File: config.mk
export PLATFORM = sky130hd
export DESIGN_NAME = bpsk_modulator_flat
export DESIGN_NICKNAME = d
export VERILOG_FILES = /design/src/rtl/bpsk_modulator_pkg.sv /design/src/rtl/bpsk_modulator_if.sv /design/src/rtl/bpsk_modulator_serializer.sv /design/src/rtl/bpsk_modulator.sv /design/src/flat_wrapper.sv
export SDC_FILE = /design/constraint.sdc
export NUM_CORES = 1
export LEC_CHECK = 0
export ABC_CLOCK_PERIOD_IN_PS = 5210
export BUFFER_PORTS_ARGS = -buffer_cell sky130_fd_sc_hd__buf_2
export CAP_MARGIN = 25
export CORE_MARGIN = 5
export CORE_UTILIZATION = 54
export DETAILED_ROUTE_END_ITERATION = 6
export PLACE_DENSITY = 0.91
export SYNTH_ARGS = -nofsm -noshare
export SYNTH_HDL_FRONTEND = slang
export SYNTH_HIERARCHICAL = 1
export SYNTH_SLANG_ARGS = --single-unit
File: constraint.sdc
create_clock -name clk -period 5.21 [get_ports clk]
set_clock_uncertainty 0.1 [all_clocks]
set_input_delay 1.563 -clock clk [delete_from_list [all_inputs] [get_ports clk]]
set_output_delay 1.563 -clock clk [all_outputs]
set_load 0.1 [all_outputs]
File: src/rtl/bpsk_modulator_pkg.sv
// Shared definitions for the BPSK modulator: FSM state encoding and symbol mapping.
// The symbol mapping matches the one used by the receive side.
package bpsk_modulator_pkg;

    typedef enum logic {
        ST_IDLE = 1'b0,
        ST_SEND = 1'b1
    } state_e;

    localparam logic BIT1_SINE = 1'b1;

    function automatic logic sel_sine(input logic tx_bit);
        return (tx_bit == BIT1_SINE);
    endfunction

endpackage

File: src/rtl/bpsk_modulator_if.sv
// Word handshake between the framing logic (master) and the BPSK modulator (slave).
interface bpsk_modulator_if #(
    parameter int DATA_WIDTH = 12
);
    logic [DATA_WIDTH-1:0] data_in;
    logic                  data_valid;
    logic                  data_ready;

    modport master (output data_in, output data_valid, input data_ready);
    modport slave  (input data_in, input data_valid, output data_ready);
endinterface

File: src/rtl/bpsk_modulator_serializer.sv
// MSB-first word serializer: shift register plus bit counter with a last-bit flag.
module bpsk_modulator_serializer #(
    parameter int DATA_WIDTH = 12
) (
    input  logic                  clk,
    input  logic                  rst,
    input  logic                  load_i,
    input  logic                  shift_i,
    input  logic [DATA_WIDTH-1:0] data_i,
    output logic                  bit_o,
    output logic                  last_o
);
    localparam int BW = (DATA_WIDTH > 1) ? $clog2(DATA_WIDTH) : 1;
    localparam logic [BW-1:0] LAST_BIT = BW'(DATA_WIDTH - 1);

    logic [DATA_WIDTH-1:0] shreg_q, shreg_d;
    logic [BW-1:0]         bit_cnt_q, bit_cnt_d;

    // Load takes priority so a back-to-back word replaces the finished one.
    always_comb begin
        shreg_d   = shreg_q;
        bit_cnt_d = bit_cnt_q;
        if (load_i) begin
            shreg_d   = data_i;
            bit_cnt_d = '0;
        end else if (shift_i) begin
            shreg_d   = shreg_q << 1;
            bit_cnt_d = bit_cnt_q + BW'(1);
        end else begin
            shreg_d   = shreg_q;
            bit_cnt_d = bit_cnt_q;
        end
    end

    // Serializer state registers.
    always_ff @(posedge clk or posedge rst) begin
        if (rst) begin
            shreg_q   <= '0;
            bit_cnt_q <= '0;
        end else begin
            shreg_q   <= shreg_d;
            bit_cnt_q <= bit_cnt_d;
        end
    end

    assign bit_o  = shreg_q[DATA_WIDTH-1];
    assign last_o = (bit_cnt_q == LAST_BIT);

endmodule

File: src/rtl/bpsk_modulator.sv
// BPSK modulator: serializes words MSB first, one carrier period per bit.
// Define BPSK_DIFF_EN for differential (DBPSK) encoding of the transmitted bits.
module bpsk_modulator
    import bpsk_modulator_pkg::*;
#(
    parameter int SAMPLE_NUMBER = 256,
    parameter int SAMPLE_WIDTH  = 12,
    parameter int DATA_WIDTH    = 12
) (
    input  logic                              clk,
    input  logic                              rst,
    input  logic                              en_i,
    bpsk_modulator_if.slave                   s_bus,
    input  logic [SAMPLE_WIDTH-1:0]           sine_in_i,
    input  logic [SAMPLE_WIDTH-1:0]           neg_sine_in_i,
    output logic [$clog2(SAMPLE_NUMBER)-1:0]  cnt_out_o,
    output logic [SAMPLE_WIDTH-1:0]           signal_out_o,
    output logic                              busy_o
);
    localparam int CW = $clog2(SAMPLE_NUMBER);
    localparam logic [CW-1:0] LAST_SAMPLE = CW'(SAMPLE_NUMBER - 1);

    state_e                  state_q, state_d;
    logic [CW-1:0]           cnt_q, cnt_d;
    logic [SAMPLE_WIDTH-1:0] signal_q, signal_d;

    logic data_bit_s;
    logic last_bit_s;
    logic tx_bit_s;
    logic wrap_s;
    logic ready_s;
    logic accept_s;
    logic shift_s;

    assign wrap_s   = (state_q == ST_SEND) && en_i && (cnt_q == LAST_SAMPLE);
    assign ready_s  = (state_q == ST_IDLE) || (wrap_s && last_bit_s);
    assign accept_s = s_bus.data_valid && ready_s;
    assign shift_s  = wrap_s && !last_bit_s;

    assign s_bus.data_ready = ready_s;

    bpsk_modulator_serializer #(
        .DATA_WIDTH (DATA_WIDTH)
    ) u_serializer (
        .clk     (clk),
        .rst     (rst),
        .load_i  (accept_s),
        .shift_i (shift_s),
        .data_i  (s_bus.data_in),
        .bit_o   (data_bit_s),
        .last_o  (last_bit_s)
    );

`ifdef BPSK_DIFF_EN
    logic e_prev_q, e_prev_d;

    assign tx_bit_s = e_prev_q ^ data_bit_s;

    // Reference bit restarts at 1 on each new transfer and carries across back-to-back words.
    always_comb begin
        e_prev_d = e_prev_q;
        if (state_q == ST_IDLE) begin
            if (accept_s) begin
                e_prev_d = 1'b1;
            end else begin
                e_prev_d = e_prev_q;
            end
        end else if (wrap_s) begin
            e_prev_d = tx_bit_s;
        end else begin
            e_prev_d = e_prev_q;
        end
    end

    // Differential reference register.
    always_ff @(posedge clk or posedge rst) begin
        if (rst) begin
            e_prev_q <= 1'b1;
        end else begin
            e_prev_q <= e_prev_d;
        end
    end
`else
    assign tx_bit_s = data_bit_s;
`endif

    // Next-state, phase counter and output sample selection.
    always_comb begin
        state_d  = state_q;
        cnt_d    = cnt_q;
        signal_d = signal_q;
        case (state_q)
            ST_IDLE: begin
                cnt_d    = '0;
                signal_d = '0;
                if (accept_s) begin
                    state_d = ST_SEND;
                end else begin
                    state_d = ST_IDLE;
                end
            end
            ST_SEND: begin
                if (en_i) begin
                    signal_d = sel_sine(tx_bit_s) ? sine_in_i : neg_sine_in_i;
                    cnt_d    = cnt_q + CW'(1);
                    if (wrap_s && last_bit_s && !accept_s) begin
                        state_d = ST_IDLE;
                    end else begin
                        state_d = ST_SEND;
                    end
                end else begin
                    state_d  = ST_SEND;
                    cnt_d    = cnt_q;
                    signal_d = signal_q;
                end
            end
            default: begin
                state_d  = ST_IDLE;
                cnt_d    = '0;
                signal_d = '0;
            end
        endcase
    end

    // State, phase counter and output sample registers.
    always_ff @(posedge clk or posedge rst) begin
        if (rst) begin
            state_q  <= ST_IDLE;
            cnt_q    <= '0;
            signal_q <= '0;
        end else begin
            state_q  <= state_d;
            cnt_q    <= cnt_d;
            signal_q <= signal_d;
        end
    end

    assign cnt_out_o    = cnt_q;
    assign signal_out_o = signal_q;
    assign busy_o       = (state_q == ST_SEND);

endmodule

File: src/flat_wrapper.sv
// flat-port wrapper written by rule: the top's interface ports become plain ports
module bpsk_modulator_flat import bpsk_modulator_pkg::*;
#(
    parameter int SAMPLE_NUMBER = 256,
    parameter int SAMPLE_WIDTH  = 12,
    parameter int DATA_WIDTH    = 12
)
  (clk, rst, en_i, sine_in_i, neg_sine_in_i, cnt_out_o, signal_out_o, busy_o, s_bus_data_in, s_bus_data_valid, s_bus_data_ready);
  bpsk_modulator_if #(.DATA_WIDTH(DATA_WIDTH)) s_bus_i ();
  input  logic clk;
  input  logic rst;
  input  logic en_i;
  input  logic [SAMPLE_WIDTH-1:0] sine_in_i;
  input  logic [SAMPLE_WIDTH-1:0] neg_sine_in_i;
  output logic [$clog2(SAMPLE_NUMBER)-1:0] cnt_out_o;
  output logic [SAMPLE_WIDTH-1:0] signal_out_o;
  output logic busy_o;
  input wire logic [$bits(s_bus_i.data_in)-1:0] s_bus_data_in;
  input wire logic [$bits(s_bus_i.data_valid)-1:0] s_bus_data_valid;
  output wire logic [$bits(s_bus_i.data_ready)-1:0] s_bus_data_ready;
  assign s_bus_i.data_in = s_bus_data_in;
  assign s_bus_i.data_valid = s_bus_data_valid;
  assign s_bus_data_ready = s_bus_i.data_ready;
  bpsk_modulator #(.SAMPLE_NUMBER(SAMPLE_NUMBER), .SAMPLE_WIDTH(SAMPLE_WIDTH), .DATA_WIDTH(DATA_WIDTH)) u_core (.clk(clk), .rst(rst), .en_i(en_i), .s_bus(s_bus_i), .sine_in_i(sine_in_i), .neg_sine_in_i(neg_sine_in_i), .cnt_out_o(cnt_out_o), .signal_out_o(signal_out_o), .busy_o(busy_o));
endmodule
==> results of run 1 <==
-- layout by cell type, fill, tap and decap left out, types with 2 or more instances in the layout --
cell type,n
buf_4,2
a21boi_1,2
mux2i_1,25
buf_2,61
nand4_2,2
o21ai_0,10
nor2_1,4
nand4_1,3
and2_1,5
nand2_1,27
nand3_1,2
o21ai_1,5
inv_1,3
or3_1,3
clkbuf_4,5
xnor2_1,4
ha_1,2
dfrtp_1,37
nor2b_1,2
nand2b_1,2
o211a_1,12
-- routing by layer --
metal	share of wire [%]	GRT usage, %	up-vias
met5	0	0	-
met2	45	28.13	63
met4	2.3	8.189	0
met1	43	20.82	648
li1	-	-	704
met3	9.6	5.024	10
-- worst register-to-register path: cells and delay by family (launching register included) --
kind / cells / cell delay, ns
AND/OR/NAND/NOR: 4 / 1.10
AO/OA/AOI/OAI: 1 / 0.30
buffers and inverters: 1 / 0.08
adder cells (fa/ha/maj): 1 / 0.20
flip-flops: 1 / 0.41
multiplexers: 1 / 0.29
-- logic make-up after synthesis --
group	synth area share, %
fa+ha+maj	1.347
xor+xnor	2.357
flops	49.83
mux	14.28
simple gates	14.07
compound gates	13.40
buf+inv	4.714
-- area by class of cell --
class | instances | share of cell area [%]
sequential | 37 | 41.93
multi-input combinational | 118 | 38.53
timing repair buffer | 63 | 14.50
tap | 46 | 2.606
clock buffer | 5 | 1.700
inverter | 3 | 0.5099
clock inverter | 1 | 0.2266
-- final timing paths --
kind,startpoint,endpoint,slack [ns]
max in group asynchronous,rst,u_core/cnt_out_o[2]$_DFFE_PP0P_,3.25
min in group asynchronous,rst,u_core/u_serializer/shreg_q[1]$_DFFE_PP0P_,1.18
worst max register to register,u_core/u_serializer/bit_cnt_q[0]$_DFFE_PP0P_,u_core/u_serializer/bit_cnt_q[3]$_DFFE_PP0P_,2.61
worst min register to register,u_core/signal_out_o[10]$_DFFE_PP0P_,u_core/signal_out_o[10]$_DFFE_PP0P_,0.41
worst min-delay path,u_core/signal_out_o[10]$_DFFE_PP0P_,u_core/signal_out_o[10]$_DFFE_PP0P_,0.41
worst max-delay path,en_i,s_bus_data_ready,1.00
-- state kept, by name, summed over array words and instances, names as in the netlist --
| register | count |
|---|---|
| u_core/signal_out_o | 12 |
| u_core/cnt_out_o | 8 |
| u_core/u_serializer/shreg_q | 12 |
| u_core/u_serializer/bit_cnt_q | 4 |
| u_core/busy_o | 1 |
-- where the power goes --
part | total, mW | leakage [nW] | internal [mW] | switching (mW)
Clock | 0.130 | 0.0269 | 0.0467 | 0.0829
Sequential | 0.388 | 0.450 | 0.335 | 0.0533
Combinational | 0.436 | 0.590 | 0.0951 | 0.341
Total | 0.954 | 1.07 | 0.477 | 0.478
-- through the flow --
stage,instances,worst slack [ns]
final,273,1.000
after global routing,273,0.9288
after CTS,273,0.9951
after detailed placement,267,0.9969
after global placement,267,1.039
after floorplan,169,0.3913
==> impl_summary.md, run 1 <==
Setup path
The cell family contributing the most delay on the critical path is buffers and inverters. The critical-path maximum fanout is 3. The cell at the slowest stage of the critical path is buf_2.

The critical path data required time is 3.55 ns. For the worst setup path, the data arrival time is 2.55 ns. The critical path buffer and inverter count is 2. The critical path goes through buf_2 -> nand4_1 -> o31ai_2 -> buf_2. The class of the most critical setup path is in2out. STA classifies the critical path startpoint as an input pin.

The largest stage delay on the critical path is 0.48 ns. The number of cells on the critical path is 4. The worst register-to-register path has a depth of 8.

STA classifies the critical path endpoint as a primary output. The most numerous cell type found on the critical path is buf_2.

Clocking
The tree is rooted in a clkbuf_4. In this run the number of H-tree levels came out at 2. The number of instances resized during post-cts repair is 0. The number of setup buffers added after CTS is 0. The total clock buffers created by CTS is 5. The insertion delay of the later-clocked pin in the worst-skew pair is 0.33 ns. The TritonCTS clock tree is built. CTS saw 37 sinks.

After clock tree synthesis, the clock-pin slew on the worst setup and hold paths is 0.09 ns. The maximum root-to-sink buffer count is 2. The number of hold buffers added after CTS was 0.

Yosys
The synthesized netlist occupies a cell area of 1858 µm². The Yosys step of the flow raised 6 warnings. The count of distinct cell types in the synthesized netlist is 31.

In the post-synthesis netlist, the biggest area contributors are dfrtp_1, mux2i_1, o211a_1. The cell with the most instances after synthesis is dfrtp_1. The post-synthesis sequential area ratio is 49.83%. The net count after synthesis is 211. The portion of synthesized cell area occupied by the leading cell type is 49.83%. Summed over all instances, the cell type with the most area after synthesis is dfrtp_1.

In the synthesized netlist the dominant register cell turns out to be dfrtp_1. Ranked by instance count, the synthesized netlist is headed by dfrtp_1, nand2_1, mux2i_1, o211a_1, o21ai_0. Of all flip-flops after synthesis, the portion carrying an async set or reset was 100.0%. After synthesis the netlist holds a flip-flop and latch count of 37. The number of standard cells after synthesis is 169. The mean area per synthesized cell is 10.99 µm². In this run, synthesis inferred 0 flip-flops with an integrated enable.

Timing
The pin slew with the least headroom to its limit is 0.8774 ns. The number of hold violations in the final report is 0. Static timing analysis puts the maximum clock frequency at 0.2375 GHz. The number of pins with negative max-slew slack in the final report is 0.

After layout, the worst path uses 80.80% of the clock period. The number of setup violations in the final report is 0. The time the final worst path needs with I/O delays and setup is 4.210 ns. Setup repair after global routing left no endpoint under its margin. The worst hold slack across all endpoints is 0.4125 ns.

The max-slew headroom at the worst pin is 41.50%. In the final timing run, aggregate negative setup slack is 0 ns.

Drt
In the final routed layout, each cell accounts on average for 13.67 µm. The total DRC errors in the routed layout is 0. Dividing the detail-routed via count by the number of cells gives 5.220. The first TritonRoute pass finished after 4 iterations. The total number of vias is 1425.

The detail route stage leaves a number of antenna-violating nets equal to 0. The routed wire length is 3733 µm. The first-iteration detailed-routing DRC count is 55.

Global route
The number of antenna violations at the first check in global routing is 0. The number of global-route vias before repair is 1356. The first global-routing pass estimated 5927 µm of wire.

The final global-route overflow total is 0. The pin count of the biggest net entering global routing is 31. The global-route total usage across every layer is 17.24%.

Cells and area
The share of cells above drive strength 1 is 33.04%. The area of the multi-input gates is 850.8 µm². The antenna diode count is 0. At the end of the flow, the number of nets in the layout was 270. The area occupied by registers is 925.9 µm². The post-route core utilization is 66.18%. The number of filler instances in the final layout is 279. Relative to the synthesized area, the layout overhead comes to 18.86%. The final non-filler cell area is 2208 µm².

Floorplan
For this configuration, the core starts out at a cell density of 55.68%. The die is 68.66 µm wide. The floorplan step defined a core boundary enclosing 3337 µm². The die area is 4714 µm². The die is 68.66 µm tall. The number of core rows is 21. 62 I/O pins were placed.

Min path
The classification of the worst-slack hold path is reg2reg. Counting instances, the worst hold path has a depth of 1.

Placed design
Once placement finished, the instance area stood at 2166 µm². At the end of routability-driven placement, the weighted congestion stood at 0.7727. The post-detailed-placement half-perimeter wirelength is 2818 µm. The number of buffers inserted by port buffering is 61.

Power and ir drop
The power density over the cells is 432.0 nW/µm². The total power after layout is 0.9541 mW. The worst-case vdd ir drop is 0.0003664 V.

The leakage power summed over all cells is 1.067 nW.

Job
Across the run, the number of max-cap violations was 0.

Outcome
The run finished with clean final reports.
No activity file was read; power rests on OpenSTA's default activity.
==> run 2, diff against run 1 <==
Settings changed: ABC_CLOCK_PERIOD_IN_PS 5210 to 4300, CORE_UTILIZATION 54 to 50, PLACE_DENSITY 0.91 to 0.85.
Clock period 5.21 ns to 4.3 ns, I/O delays scaled along.
==> run 2 against run 1 <==
Effect of this change:
- sequential cell count stayed put
- power rose by 29%
- setup slack got worse by 0.23 ns
- critical path type unchanged
- cell area is 3.1% higher
- count of clock-buffer cells in the layout rose by 2
- die area up 6.8%
- non-clock buffer count increased by 1
- combinational power increased by 21%
- sequential share of layout area fell by 1.3 points
- register-to-register slack got worse by 0.59 ns
- sequential power grew 21%
- worst hold slack worse by 0.0046 ns
==> impl_summary.md, run 2 (same netlist as run 1, synthesis figures left out) <==
Clocking
Clock latency on the worst-skew pair, taken at its later pin, is 0.28 ns. The hold-fix buffer count after cts is 0. Clock tree synthesis selected as its root buffer the cell clkbuf_8. After clock tree synthesis, the clock-pin slew on the worst setup and hold paths is 0.06 ns.

The longest clock path from root to sink contains 2 buffers. The level count of the clock H-tree is 2. For this design, the sink count on the clock tree is 37. The total clock buffers created by CTS is 5. The number of setup buffers added after CTS is 0. Post-CTS repair changed the size of 0 cells. The TritonCTS clock tree is built.

Placed design
The placed instances occupy a cell area of 2191 µm². The post-detailed-placement half-perimeter wirelength is 2599 µm. The number of buffers inserted by port buffering is 61. The pre-CTS setup slack is 0.7639 ns.

Routability-driven placement finished with a final weighted congestion of 0.7716.

Global route
Global routing used 14.26% of the available tracks across all layers. For this run the aggregate overflow at the end of global routing stands at 0. Entering global routing, the biggest net connects 31 pins. The number of antenna violations at the first check in global routing is 0.

The first global-routing pass estimated 5796 µm of wire. The number of global-route vias before repair is 1325.

Setup path
The arrival time at the worst endpoint is 2.14 ns. The critical path data required time is 2.91 ns. The worst setup path is launched from an input pin. The critical-path maximum fanout is 3. STA classifies the critical path endpoint as a primary output. The class of the most critical setup path is in2out.

Drt
After detailed routing, the average wire length per cell comes to 12.90 µm. The first-pass detailed-route iteration total is 4. Wire segments on met2 add up to 1587 µm in the final route. The detailed-route wire length on metal 1 is 1581 µm.

The routed design has 3574 µm of wire. The via-per-instance ratio is 5.148. The total length of routed met3 wires is 371 µm. In this run, the number of DRC markers left after iteration 0 of detailed routing was 38.

The total DRC errors in the routed layout is 0. The number of routed nets with antenna violations is 0. The highest signal layer in the routed design is met4. The routed layout has 1426 vias.

Cells and area
The final net count is 271. The antenna diode count is 0. The growth of design area from synthesis to finish is 22.56%. The finished cells cover 2277 µm². In the final layout, the share of cells above drive strength 1 is 33.19%. The leading cell type in the layout, fill and taps excluded is buf_2. The number of filler instances in the final layout is 317.

The top cell types in the final layout, fill and taps aside, are buf_2, dfrtp_1, nand2_1.

Floorplan
62 I/O pins were placed. The die width is 70.96 µm. For this configuration, the core starts out at a cell density of 51.14%. The number of core rows is 22. The region available for standard cell placement spans 3633 µm².

In this run the vertical extent of the chip is 70.96 µm. The floorplan step defined a die boundary enclosing 5035 µm².

Power and ir drop
The power density over the cells is 540.5 nW/µm². The leakage power summed over all cells is 1.092 nW. The worst-case vdd ir drop is 0.0006337 V.

Outcome
The flow ran to the end, and the final reports show no timing, DRC or antenna violations.

Timing
In this run the tightest slew margin relative to its limit is 47.66%. Derived from the worst setup path, the maximum achievable clock frequency is 0.2834 GHz. The final worst-path setup slack is 0.7709 ns.

In the finished design, the share of the clock period the worst path needs comes to 82.07%. The time the final worst path needs with I/O delays and setup is 3.529 ns. The number of setup violations in the final report is 0. Adding up every negative setup slack in the final design gives 0 ns. The number of pins with negative max-slew slack in the final report is 0.

The pin slew with the least headroom to its limit is 0.7843 ns. Setup repair after global routing left no endpoint under its margin. The number of hold violations in the final report came to 0.

Min path
The path class of the tightest hold or removal check is reg2reg.

Job
Across the run, the number of max-cap violations was 0.
run 2: stage by stage:
stage / hold WS (ns) / utilization, % / cells / power (mW)
final: 0.4079 / 62.67 / 277 / 1.231
after global placement: 0.3914 / 60.30 / 270 / 0.9942
after CTS: 0.4093 / 62.67 / 277 / 1.245
after global routing: 0.4243 / 62.67 / 277 / 1.292
after floorplan: 0.4148 / - / 169 / 0.9060
after detailed placement: 0.3931 / 60.30 / 270 / 1.004
run 2: final timing paths:
kind / from / end / slack, ns / cells past startpoint
hold / removal: u_core/signal_out_o[9]$_DFFE_PP0P_ / u_core/signal_out_o[9]$_DFFE_PP0P_ / 0.41 / 1
hold reg to reg: u_core/signal_out_o[9]$_DFFE_PP0P_ / u_core/signal_out_o[9]$_DFFE_PP0P_ / 0.41 / 1
max in group asynchronous: rst / u_core/signal_out_o[4]$_DFFE_PP0P_ / 2.55 / 2
min in group asynchronous: rst / u_core/u_serializer/bit_cnt_q[1]$_DFFE_PP0P_ / 0.97 / 2
setup reg to reg: u_core/u_serializer/bit_cnt_q[0]$_DFFE_PP0P_ / u_core/u_serializer/bit_cnt_q[3]$_DFFE_PP0P_ / 2.02 / 9
setup / recovery: en_i / s_bus_data_ready / 0.77 / 4
run 2: routing by layer:
metal | global-route usage [%] | vias up
met5 | 0 | -
met4 | 5.010 | 0
met3 | 6.108 | 4
met2 | 21.52 | 55
met1 | 18.35 | 658
li1 | - | 709
run 2: cell type report:
cell class	instances	area, µm²	share of cell area (%)
clock buffer	7	86.33	3.791
inverter	3	11.26	0.4945
multi-input combinational	118	850.8	37.36
sequential	37	925.9	40.66
tap	48	60.06	2.637
timing repair buffer	64	342.8	15.05
run 2: power by group:
part | switching (mW) | leakage, nW | internal [mW] | total, mW
logic | 0.411 | 0.598 | 0.115 | 0.527
clock network | 0.108 | 0.0443 | 0.127 | 0.235
registers | 0.0626 | 0.450 | 0.406 | 0.469
run 2: worst max-delay path, cell delays in order:
cell and delay [ns]:
buf_2 0.09, nand4_1 0.16, o31ai_2 0.36, buf_12 0.23
